File: src/rtl/mem_bus_arbiter.sv
// Two-port (I-cache / D-cache) arbiter onto a single memory bus port.
// One transaction outstanding; round-robin or D-priority on contention.
module mem_bus_arbiter #(
  parameter int ADDR_WIDTH   = 32,
  parameter int DATA_WIDTH   = 32,
  parameter bit FIXED_PRIO_D = 1'b0
) (
  input  logic                  clk,
  input  logic                  rst_n,
  input  logic                  i_req_valid,
  output logic                  i_req_ready,
  input  logic [ADDR_WIDTH-1:0] i_req_addr,
  input  logic                  i_req_wen,
  input  logic [DATA_WIDTH-1:0] i_req_wdata,
  output logic                  i_resp_valid,
  output logic [DATA_WIDTH-1:0] i_resp_rdata,
  input  logic                  d_req_valid,
  output logic                  d_req_ready,
  input  logic [ADDR_WIDTH-1:0] d_req_addr,
  input  logic                  d_req_wen,
  input  logic [DATA_WIDTH-1:0] d_req_wdata,
  output logic                  d_resp_valid,
  output logic [DATA_WIDTH-1:0] d_resp_rdata,
  output logic                  mem_req_valid,
  input  logic                  mem_req_ready,
  output logic [ADDR_WIDTH-1:0] mem_req_addr,
  output logic                  mem_req_wen,
  output logic [DATA_WIDTH-1:0] mem_req_wdata,
  input  logic                  mem_resp_valid,
  input  logic [DATA_WIDTH-1:0] mem_resp_rdata,
  output logic                  busy
);

  typedef enum logic [1:0] {IDLE = 2'd0, ISSUE = 2'd1, WAIT = 2'd2} state_t;

  typedef struct packed {
    logic [ADDR_WIDTH-1:0] addr;
    logic                  wen;
    logic [DATA_WIDTH-1:0] wdata;
  } req_t;

  state_t state;
  req_t   req_q;
  logic   owner;       // 0 = I-cache, 1 = D-cache
  logic   last_grant;  // same encoding as owner
  logic   pick_i, pick_d, idle, resp_hit;

  // D wins when alone, under fixed priority, or when I was served last.
  assign pick_d = d_req_valid & (~i_req_valid | FIXED_PRIO_D | ~last_grant);
  assign pick_i = i_req_valid & ~pick_d;

  // rst_n gate keeps the combinational readies low while reset is held.
  assign idle        = (state == IDLE) & rst_n;
  assign i_req_ready = idle & pick_i;
  assign d_req_ready = idle & pick_d;

  assign mem_req_valid = (state == ISSUE);
  assign mem_req_addr  = req_q.addr;
  assign mem_req_wen   = req_q.wen;
  assign mem_req_wdata = req_q.wdata;
  assign busy          = (state != IDLE);

  assign resp_hit     = (state == WAIT) & mem_resp_valid;
  assign i_resp_valid = resp_hit & ~owner;
  assign d_resp_valid = resp_hit & owner;
  assign i_resp_rdata = i_resp_valid ? mem_resp_rdata : '0;
  assign d_resp_rdata = d_resp_valid ? mem_resp_rdata : '0;

  always_ff @(posedge clk or negedge rst_n) begin
    if (!rst_n) begin
      state      <= IDLE;
      req_q      <= '0;
      owner      <= 1'b0;
      last_grant <= 1'b1;
    end else begin
      case (state)
        IDLE: begin
          if (pick_i | pick_d) begin
            req_q      <= pick_d ? '{d_req_addr, d_req_wen, d_req_wdata}
                                 : '{i_req_addr, i_req_wen, i_req_wdata};
            owner      <= pick_d;
            last_grant <= pick_d;
            state      <= ISSUE;
          end
        end
        ISSUE: begin
          // Writes retire at bus acceptance; reads wait for data.
          if (mem_req_ready) state <= req_q.wen ? IDLE : WAIT;
        end
        WAIT: begin
          if (mem_resp_valid) state <= IDLE;
        end
        default: state <= IDLE;
      endcase
    end
  end

endmodule

File: config.mk
export PLATFORM = sky130hd
export DESIGN_NAME = mem_bus_arbiter
export DESIGN_NICKNAME = d
export VERILOG_FILES = /design/src/rtl/mem_bus_arbiter.sv
export SDC_FILE = /design/constraint.sdc
export NUM_CORES = 1
export LEC_CHECK = 0
export ABC_AREA = 1
export CAP_MARGIN = 15
export CORE_ASPECT_RATIO = 0.6
export CORE_MARGIN = 8
export CORE_UTILIZATION = 37
export CTS_CLUSTER_DIAMETER = 80
export CTS_CLUSTER_SIZE = 16
export DETAILED_ROUTE_END_ITERATION = 12
export GPL_TIMING_DRIVEN = 0
export HOLD_SLACK_MARGIN = 0.15
export PLACE_DENSITY = 0.9
export REMOVE_ABC_BUFFERS = 1
export SETUP_SLACK_MARGIN = 0.5
export SLEW_MARGIN = 20
export SYNTH_ARGS = -nofsm -noshare
export SYNTH_HDL_FRONTEND = slang
export SYNTH_SLANG_ARGS = --single-unit
File: constraint.sdc
create_clock -name clk -period 2.4 [get_ports clk]
set_input_delay 0.36 -clock clk [delete_from_list [all_inputs] [get_ports clk]]
set_output_delay 0.36 -clock clk [all_outputs]
set_load 0.1 [all_outputs]
# --- Yosys cells after proc, flatten, opt, wreduce, memory -nomap -nowiden ---
# Index checks and enable logic that the tools add are counted.
word_totals:
  register_bits: 69
  latch_bits: 0
  romBits: 0
  inputBits: 168
  n_memories: 0
  ram_bits: 0
op_classes:
  add_sub_neg: 0
  eq_ne: 5
  bitwise: 14
  n_div: 0
  n_lt_le_gt_ge: 0
  reduce_logical: 4
  mul: 0
  mux: 8
  shifts: 0
ops:
  columns: ["op", "count"]
  rows:
  - ["two-way mux 65 bit", 1]
  - ["two-way mux 32 bit", 2]
  - ["AND 1 bit", 8]
  - ["two-way mux 2 bit", 4]
  - ["case mux 2 bit (3 select lines)", 1]
  - ["inequality test 2 x 1 -> 1 bit (second input constant)", 2]
  - ["inverter 1 bit", 4]
  - ["AND reduction 3 bit", 1]
  - ["equality test 2 x 1 -> 1 bit (second input constant)", 1]
  - ["equality test 2 bit (second input constant)", 1]
  - ["zero test 2 bit", 1]
  - ["inequality test 2 bit (second input constant)", 1]
  - ["bitwise OR 1 bit", 2]
  - ["AND reduction 2 bit", 1]
  - ["nonzero test 2 bit", 1]

# --- Logic depth before layout (Yosys ltp) ---
# Gate-level depths: netlist (run 1).
logic_depth:
  ltp_word: 8
  mapped_depth: 8

# --- Worst setup path after synthesis (run 1) ---
# Ideal clock, no wire load.
synth_timing:
  path_kind: "reg2out"
  from: "register state[0]"
  to: "output i_resp_rdata[10]"
  path_slack_ns: -1.434
  path_stages_with_launch: 7
  arrival_time_ns: 3.474
  required_time_ns: 2.040
  path_cell_list: "dfrtp_1 > inv_1 > nand3_1 > nor2_1 > inv_2 > clkbuf_1 > nor2_1"
synth_via:
  elab_chain_cells: 4
synth_rtl:
  columns: ["element", "line", "rtl"]
  rows:
  - ["start: declaration", "42", "state_t state;"]
  - ["start signal: assignment", "88", "if (mem_req_ready) state <= req_q.wen ? IDLE : WAIT;"]
  - ["equality test 2 bit", "63", "assign resp_hit = (state == WAIT) & mem_resp_valid;"]
  - ["AND 1 bit", "63", null]
  - ["AND 1 bit", "64", "assign i_resp_valid = resp_hit & ~owner;"]
  - ["via i_resp_valid", "15", "output logic i_resp_valid,"]
  - ["two-way mux 32 bit", "66", "assign i_resp_rdata = i_resp_valid ? mem_resp_rdata : '0;"]
  - ["end: declaration", "16", "output logic [DATA_WIDTH-1:0] i_resp_rdata,"]
# The timed path passes the listed nets, and every way through them passes these cells.

# --- Worst setup path after layout (run 1) ---
layout_timing:
  from: "register state[1]"
  to: "output i_resp_rdata[20]"
layout_via:
  elab_chain_cells: 4
layout_rtl:
  columns: ["element", "line"]
  rows:
  - ["equality test 2 bit", "63"]
  - ["AND 1 bit", "63"]
  - ["AND 1 bit", "64"]
  - ["two-way mux 32 bit", "66"]
# No other way between the ends.

==> results_dict.tcl, run 1 <==
set metrics [dict create \
    syn_area_um2 3970 \
    synth.largest_area_cell "dfrtp_1" \
    worstPathArrival_ns 2.07 \
    grt_util_met3_pct 15.4 \
    use_met1_pct 33.5 \
    first_global_vias 5916 \
    required_ns 2.04 \
    setup_slack_ns -0.0271 \
    hold_viol 0 \
    start_kind "flop" \
    wirelength_um 30400 \
    critPathMaxFanout 16 \
    cts_tree "done" \
    cp.depth 6 \
    clk_latency_ns 0.34 \
    synth_top_family_by_area "simple AND/OR/NAND/NOR gates" \
    wl_per_cell_um 28.3 \
    setup_viol 2 \
    layout_min_cycle_time_ns 2.43 \
    cts_root_buf "clkbuf_16" \
    coreArea_um2 10500 \
    grt-busiest-layer "met2" \
    clk_pin_slew_ns 0.06 \
    viasPerCell 5.87 \
    p_leak_nw 4.27 \
    ys.flop_type "dfrtp_1" \
    ios 303 \
    status "finished with violations" \
    critPathCaptureType "output port" \
    yosys.area_share.adder_pct 0 \
    vdd_ir_drop_max_mv 0.951 \
    max_freq_mhz 412 \
    regToRegStartpoint "state[1]" \
    synth-xor-area-share_pct 0 \
    port_buffers 302 \
    max_stage_delay_ns 0.57 \
    cts_max_level 3 \
    critPathSlowestCell "dfrtp_2" \
    synth_compound_area_share_pct 0.788 \
    grt_use_total_pct 33.4 \
    crit_chain "nand3_1 -> nor2_4 -> buf_6 -> inv_16 -> nor2_4 -> buf_12" \
    nNetsFinal 1098 \
    cp_common_cell "nor2_4" \
    drtPass1Iterations 7 \
    die_h_um 96.2 \
    cts_buffers 9 \
    fin_skew_ns 0.0120 \
    drc 0 \
    violations "negative setup slack" \
    row_count 29 \
    worstMarginPinSlew_ns 1.02 \
    rsz0062_at_grt "yes" \
    synth_edf_count 0 \
    synth_top_area_share_pct 42.9 \
    synth_commonest_cells "nand2_1 (331), dfrtp_1 (68), nand3_1 (67)" \
    drive_gt1_share_pct 27.7 \
    synth_seq_cells 69 \
    drt_iter0_markers 949 \
    reg2reg_depth 8 \
    async_reset_ff_share_pct 100 \
    synthMuxAreaShare_pct 0 \
    area_delta_synth_final_pct 121 \
    ys_types 16 \
    dpl-instance-area_um2 7080 \
    place.gp.congestion 0.765 \
    yosys_warnings 0 \
    synth.top_cells.by_area "dfrtp_1 (43%), nand2_1 (31%), nand3_1 (8.4%), nor2_1 (6.2%), inv_1 (3.6%)" \
    fin_tns_setup_ns -0.0272 \
    r2r_setup_slack_ns 0.35 \
    synth-simple-area-share_pct 46.5 \
    path_class "flop to output port" \
    power_density_nw_per_um2 1370 \
    ys_seq_area_share_pct 43.5 \
    grt_max_degree 71 \
    critPathBufInv 3 \
    ant_nets 0 \
    final_area_um2 8790 \
    die_width_um 150 \
    clock-sinks 69 \
    vias 6310 \
    final-max-slew-violation-count 0 \
    cts_buffer_depth 2 \
    timing.final.crit_share_pct 101 \
    cp_top_family "simple AND/OR/NAND/NOR gates" \
    die-area_um2 14400 \
    initial_core_util_pct 37.7 \
    yosys.cell_count.top_type "nand2_1" \
    antenna_found_initial 2 \
    synthCells 623 \
    grt_pass1_wl_um 35700 \
    worstReg2RegEnd "mem_req_wdata[1]" \
    place_ws_ns -1.64 \
    dp_hpwl_um 13000 \
    hold_class "input pin to asynchronous set/reset pin" \
    use_met2_pct 57.0 \
    max_cap_violations 0 \
    relSlewSlack_pct 32.4 \
    synth_area_per_cell_um2 6.37 \
    grt_overflow 0 \
]
## what timing repair did
| action | in CTS | in global routing |
|---|---|---|
| pin swaps | 5 | 6 |
| gates resized for setup | 831 | 133 |
| endpoints found under the hold margin | 24 | 0 |
| hold buffers | 3 | 0 |
| setup buffers | 8 | 11 |
| setup endpoints to repair | 202 | 165 |
| gates cloned | 7 | 1 |
## stage by stage
step	hold slack (ns)	util [%]	cells	power, mW
floorplan	0.0644	-	582	7.58
detailed placement	0.293	67.3	1028	9.80
global route	0.168	83.5	1074	12.4
finish	0.118	83.5	1075	12.0
global placement	0.460	66.1	1023	9.64
CTS	0.389	80.0	1062	11.3
## worst reg2reg max path: stages (launching register included)
cell     delay, ns
dfrtp_2       0.54
nor2_4        0.20
buf_4         0.16
o21ai_4       0.07
buf_12        0.17
buf_16        0.17
inv_16        0.21
nand2_1       0.18
nand2_1       0.25
## cell usage in the layout (no fill, tap or decap), types with 2 or more instances in the layout
cell type	netlist	final
buf_12	0	66
buf_16	0	5
buf_2	20	3
buf_4	8	14
buf_6	0	9
clkbuf_16	0	10
clkbuf_2	0	31
clkbuf_8	0	2
clkdlybuf4s15_1	0	4
clkdlybuf4s15_2	0	31
clkdlybuf4s50_1	0	163
clkinv_4	0	2
dfrtp_1	68	66
dfrtp_2	0	2
inv_1	38	37
inv_16	0	2
inv_2	3	2
nand2_1	331	327
nand2_4	0	5
nand2_8	0	2
nand3_1	67	67
nor2_1	66	4
nor2_4	0	62
o21ai_1	3	3
## worst max-delay path by stage
stage | start | to | slack (ns)
after floorplan | i_req_valid | d_req_ready | -3.02
after global placement | d_req_valid | d_req_ready | -4.74
after detailed placement | i_req_valid | d_req_ready | -1.64
after CTS | state[0] | i_resp_rdata[30] | 0.40
after global routing | state[1] | i_resp_rdata[20] | -0.04
final | state[1] | i_resp_rdata[20] | -0.03
## registers in the layout, indices dropped and copies added, names as in the netlist
name,flops
owner,1
mem_req_wen,1
mem_req_wdata,32
mem_req_addr,32
last_grant,1
state,2
## layout make-up
cell class              count  area, um2
repair inverters            2       20.0
inverters                  41        186
diodes                      1       2.50
clock inverters             5       60.1
repair buffers            330       3910
well taps                 139        174
multi-input cells         477       2460
clock buffers              11        243
fillers                   534       1730
flip-flops and latches     69       1730
## layer usage
layer	part of all wire, %	routed length [um]	vias up
li1	-	-	2503
met1	32	9590	2883
met2	44	13400	672
met3	16	4720	250
met4	8.8	2680	2
met5	0.14	42	-
## report_power, final
group | switching (mW) | internal, mW
clock | 0.546 | 0.836
sequential | 0.433 | 1.73
combinational | 6.76 | 1.75
## logic make-up (layout without fill, tap and decap cells)
| kind of cell | count (synthesis) | after routing |
|---|---|---|
| simple gates | 467 | 471 |
| other cells | 0 | 1 |
| flops | 69 | 69 |
| buf+inv | 82 | 389 |
| compound gates | 5 | 6 |
No activity file was read; power rests on OpenSTA's default activity.
==> run 2, diff against run 1 <==
- CORE_UTILIZATION: 37 -> 38
- CTS_BUF_LIST: not set -> sky130_fd_sc_hd__clkbuf_4 sky130_fd_sc_hd__clkbuf_8
- PLACE_DENSITY: 0.9 -> 0.92
==> run 2 against run 1 <==
Net effect: the run now ends clean; sequential share of layout area increased by 1.2 points; critical path type unchanged; non-clock buffer count down 6; total power fell by 7.6%; sequential power is 2% lower; critical endpoint is now i_resp_rdata[16]; maximum frequency up 10%; worst setup slack improved by 0.23 ns; register-to-register slack improved by 0.12 ns; core utilization decreased by 3.8 points.
==> results_dict.tcl, run 2 (synthesis results as in run 1) <==
set metrics [dict create \
    status "finished clean" \
    antenna_found_initial 1 \
    worstPathArrival_ns 1.84 \
    port_buffers 302 \
    clock-sinks 69 \
    crit_start "state[0]" \
    critPathSlowestCell "dfrtp_1" \
    dp_hpwl_um 13000 \
    nNetsFinal 1091 \
    max_stage_delay_ns 0.43 \
    relSlewSlack_pct 51.4 \
    place_ws_ns -1.60 \
    dpl-instance-area_um2 7070 \
    ant_nets 0 \
    place.gp.congestion 0.811 \
    row_count 29 \
    cts_root_buf "clkbuf_8" \
    grt_use_total_pct 31.4 \
    final_cell_mix "nand2_1 (328), clkdlybuf4s50_1 (163), dfrtp_1 (68), nand3_1 (66), clkbuf_2 (65)" \
    die_width_um 148 \
    rsz0062_at_grt "yes" \
    cts_buffer_depth 2 \
    p_total_mw 11.1 \
    cp_top_family "buffers and inverters" \
    path_class "flop to output port" \
    hold_depth 2 \
    drtPass1Iterations 6 \
    drc 0 \
    coreArea_um2 10400 \
    critPathBufInv 4 \
    min_from "mem_resp_valid" \
    cts_buffers 9 \
    clk_latency_ns 0.34 \
    max_cap_violations 0 \
    drive_gt1_share_pct 27.0 \
    final_area_um2 8280 \
    initial_core_util_pct 38.2 \
    die-area_um2 14100 \
    wl_per_cell_um 23.7 \
    hold_viol 0 \
    cp_common_cell "nor2_4" \
    timing.final.crit_share_pct 91.7 \
    cts_tree "done" \
    setup_viol 0 \
    power_density_nw_per_um2 1350 \
    area_delta_synth_final_pct 109 \
    setup_slack_ns 0.200 \
    max_freq_mhz 454 \
    final_common_cell "nand2_1" \
    grt_max_degree 70 \
    grt_overflow 0 \
    drt_iter0_markers 559 \
    reg2reg_depth 6 \
    critPathMaxFanout 16 \
    first_global_vias 5728 \
    fin_hold_ws_ns 0.458 \
    ios 303 \
    grt_pass1_wl_um 33700 \
    regArea_um2 1730 \
    regToRegStartpoint "state[1]" \
    fillCellCount 606 \
    wirelength_um 25400 \
    fin_skew_ns 0.0111 \
    multi_input_area_um2 2390 \
    final_cells 1069 \
    required_ns 2.04 \
    final-max-slew-violation-count 0 \
    viasPerCell 5.36 \
    critPathCaptureType "output port" \
    cp.depth 7 \
    crit_chain "inv_2 -> nand3_2 -> nor2_4 -> buf_6 -> inv_8 -> nor2_4 -> buf_12" \
    dp.cells 1027 \
    layout_min_cycle_time_ns 2.20 \
    clk_pin_slew_ns 0.07 \
    hold_class "input pin to flop" \
    start_kind "flop" \
    die_h_um 95.2 \
    vias 5725 \
    worstMarginPinSlew_ns 0.726 \
    p_leak_nw 4.16 \
    cts_max_level 3 \
    vdd_ir_drop_max_mv 0.906 \
]
==> run 2: cell type report <==
| type | count | area share, % |
|---|---|---|
| repair buffers | 324 | 43.2 |
| multi-input cells | 476 | 28.9 |
| flip-flops and latches | 69 | 20.9 |
| well taps | 139 | 2.10 |
| clock buffers | 13 | 2.09 |
| inverters | 41 | 2.04 |
| clock inverters | 3 | 0.514 |
| repair inverters | 2 | 0.242 |
| diodes | 2 | 0.0605 |
==> run 2: layer usage <==
metal / up-vias / track usage [%] / part of all wire (%)
li1: 2494 / - / -
met1: 2627 / 33.8 / 34
met2: 463 / 53.2 / 47
met3: 141 / 12.6 / 13
met4: 0 / 17.8 / 6.9
met5: - / 0 / 0
==> run 2: path summary, 6_finish.rpt <==
path / slack [ns] / end
max: 0.20 / i_resp_rdata[16]
min: 0.46 / state[1]
max reg2reg: 0.47 / mem_req_wdata[20]
min reg2reg: 0.48 / mem_req_wdata[17]
max in group asynchronous: 1.35 / mem_req_addr[20]
min in group asynchronous: 0.64 / mem_req_wdata[19]
==> run 2: power by group <==
part | total [mW] | switching (mW) | internal (mW)
Clock | 1.01 | 0.437 | 0.576
Sequential | 2.12 | 0.393 | 1.72
Combinational | 8.01 | 6.52 | 1.48
==> run 2: repair_timing <==
action | 4_1_cts | 5_1_grt
setup endpoints to repair | 202 | 200
hold endpoints to repair | 35 | 0
hold buffers | 5 | 0
pin swaps | 4 | 3
setup buffers | 12 | 1
gates cloned | 6 | 0
gates resized for setup | 711 | 224
==> run 2: worst reg2reg max path: stages (launching register included) <==
cell and delay, ns:
dfrtp_1 0.45, nor2_2 0.24, o21ai_4 0.26, buf_16 0.27, inv_8 0.28, nand2_1 0.24, nand2_1 0.13
==> run 2: per-stage QoR <==
step                setup TNS, ns  utilization, %
finish                          0            79.7
global route                    0            79.7
CTS                             0            78.6
detailed placement         -71.06            68.1
global placement          -461.20            67.0
floorplan                 -132.54               -
==> run 3, diff against run 2 <==
- SKIP_CTS_REPAIR_TIMING: not set -> 1
==> run 3 against run 2 <==
Net effect: global-route usage is 8.3 points lower; worst hold slack worse by 0.085 ns; core utilization is 3.9 points higher; register-to-register slack worse by 0.28 ns; clock power hardly changed; clock skew is 0.0037 ns higher; sequential share of layout area is 0.97 points lower; final cell count is 0.65% higher; total power is 4.6% higher; critical path depth is 1 lower; highest routed layer unchanged.
==> results_dict.tcl, run 3 (synthesis results as in run 1) <==
set metrics [dict create \
    status "finished clean" \
    area_delta_synth_final_pct 119 \
    required_ns 2.04 \
    cts_root_buf "clkbuf_8" \
    die-area_um2 14100 \
    clock-sinks 69 \
    finish.utilization_pct 83.7 \
    drt_iter0_markers 556 \
    cts_tree "done" \
    setup_viol 0 \
    timing.final.crit_share_pct 97.2 \
    antenna_found_initial 0 \
    fillCellCount 516 \
    power_density_nw_per_um2 1340 \
    dp_hpwl_um 13000 \
    drc 0 \
    grt_overflow 0 \
    cts_max_level 3 \
    die_width_um 148 \
    worstPathArrival_ns 1.97 \
    drive_gt1_share_pct 20.5 \
    hold_class "input pin to flop" \
    place.gp.congestion 0.811 \
    grt_use_total_pct 23.2 \
    critPathCaptureType "output port" \
    regArea_um2 1730 \
    drtPass1Iterations 7 \
    clk_pin_slew_ns 0.08 \
    max_stage_delay_ns 0.53 \
    p_total_mw 11.6 \
    vdd_ir_drop_max_mv 0.980 \
    coreArea_um2 10400 \
    critPathMaxFanout 4 \
    critPathSlowestCell "dfrtp_1" \
    layout_min_cycle_time_ns 2.33 \
    ant_nets 0 \
    first_global_vias 4876 \
    fin_hold_ws_ns 0.373 \
    grt_pass1_wl_um 25800 \
    setup_slack_ns 0.0673 \
    cts_buffer_depth 2 \
    num_antenna_cells 0 \
    crit_chain "nand4_1 -> buf_4 -> buf_2 -> buf_4 -> nor2_4 -> buf_12" \
    port_buffers 302 \
    final_common_cell "nand2_1" \
    max_freq_mhz 429 \
    regToRegStartpoint "state[0]" \
    die_h_um 95.2 \
    row_count 29 \
    multi_input_area_um2 2390 \
    initial_core_util_pct 38.2 \
    grt_max_degree 70 \
    crit_start "state[1]" \
    hold_depth 2 \
    cp_common_cell "buf_4" \
    relSlewSlack_pct 28.4 \
    r2r_setup_slack_ns 0.19 \
    place_ws_ns -1.60 \
    fin_tns_setup_ns 0 \
    worstMarginPinSlew_ns 1.07 \
    fin_skew_ns 0.0148 \
    cp.depth 6 \
    start_kind "flop" \
    viasPerCell 5.35 \
    nNetsFinal 1100 \
    max_cap_violations 0 \
    min_from "mem_resp_valid" \
    wirelength_um 25200 \
    wl_per_cell_um 23.4 \
    clk_latency_ns 0.35 \
    path_class "flop to output port" \
    critPathBufInv 4 \
    rsz0062_at_grt "yes" \
    final-max-slew-violation-count 0 \
    ios 303 \
    cts_buffers 9 \
    final_cell_mix "nand2_1 (329), clkdlybuf4s50_1 (223), dfrtp_1 (67), nand3_1 (66), buf_12 (60)" \
    vias 5756 \
    hold_viol 0 \
    p_leak_nw 4.26 \
    reg2reg_depth 7 \
    cp_top_family "buffers and inverters" \
]
==> run 3: cell count changes in the layout (fill, tap and decap cells not counted), moves of 2 or more <==
cell             change
diode_2              -2
clkbuf_2            -64
dlymetal6s2s_1       +9
buf_4                +9
inv_8                -3
nor2_2               -2
buf_12               -4
clkdlybuf4s50_1     +60
==> run 3: worst reg2reg max path, cell delays in order (launching register included) <==
cell and delay, ns:
dfrtp_2 0.46, buf_6 0.14, nor2_4 0.14, o21ai_4 0.22, buf_16 0.27, inv_4 0.52
nand2_1 0.21, nand2_1 0.17
==> run 3: layout make-up <==
type                            count  share of cell area (%)
Multi-Input combinational cell    476                    27.5
Clock buffer                       13                    1.99
Timing Repair Buffer              333                    45.9
Sequential cell                    69                    19.9
Tap cell                          139                    2.00
Inverter                           41                    1.94
Timing Repair inverter              2                   0.331
Clock inverter                      3                   0.490
==> run 3: path summary, 6_finish.rpt <==
path / endpoint
setup / recovery: d_resp_rdata[13]
hold / removal: state[1]
setup reg to reg: mem_req_wen
hold reg to reg: mem_req_wdata[22]
max in group asynchronous: mem_req_wdata[18]
min in group asynchronous: mem_req_wdata[15]
==> run 3: power by group <==
part | internal (mW) | switching, mW | total [mW]
clock | 0.576 | 0.443 | 1.02
combinational | 2.00 | 6.50 | 8.50
sequential | 1.72 | 0.402 | 2.13
==> run 3: metal layers <==
metal | global-route usage [%] | routed length, um | vias up
met3 | 10.2 | 3430 | 112
li1 | - | - | 2505
met1 | 27.1 | 8660 | 2669
met4 | 7.68 | 1300 | 0
met5 | 0 | 0 | -
met2 | 37.9 | 11800 | 470
==> run 3: stage by stage <==
stage          instances  cell area [um2]
5_1_grt             1076             8680
3_5_place_dp        1027             7070
3_3_place_gp        1023             6960
4_1_cts             1043             7280
2_1_floorplan        582             3760
6_report            1076             8680
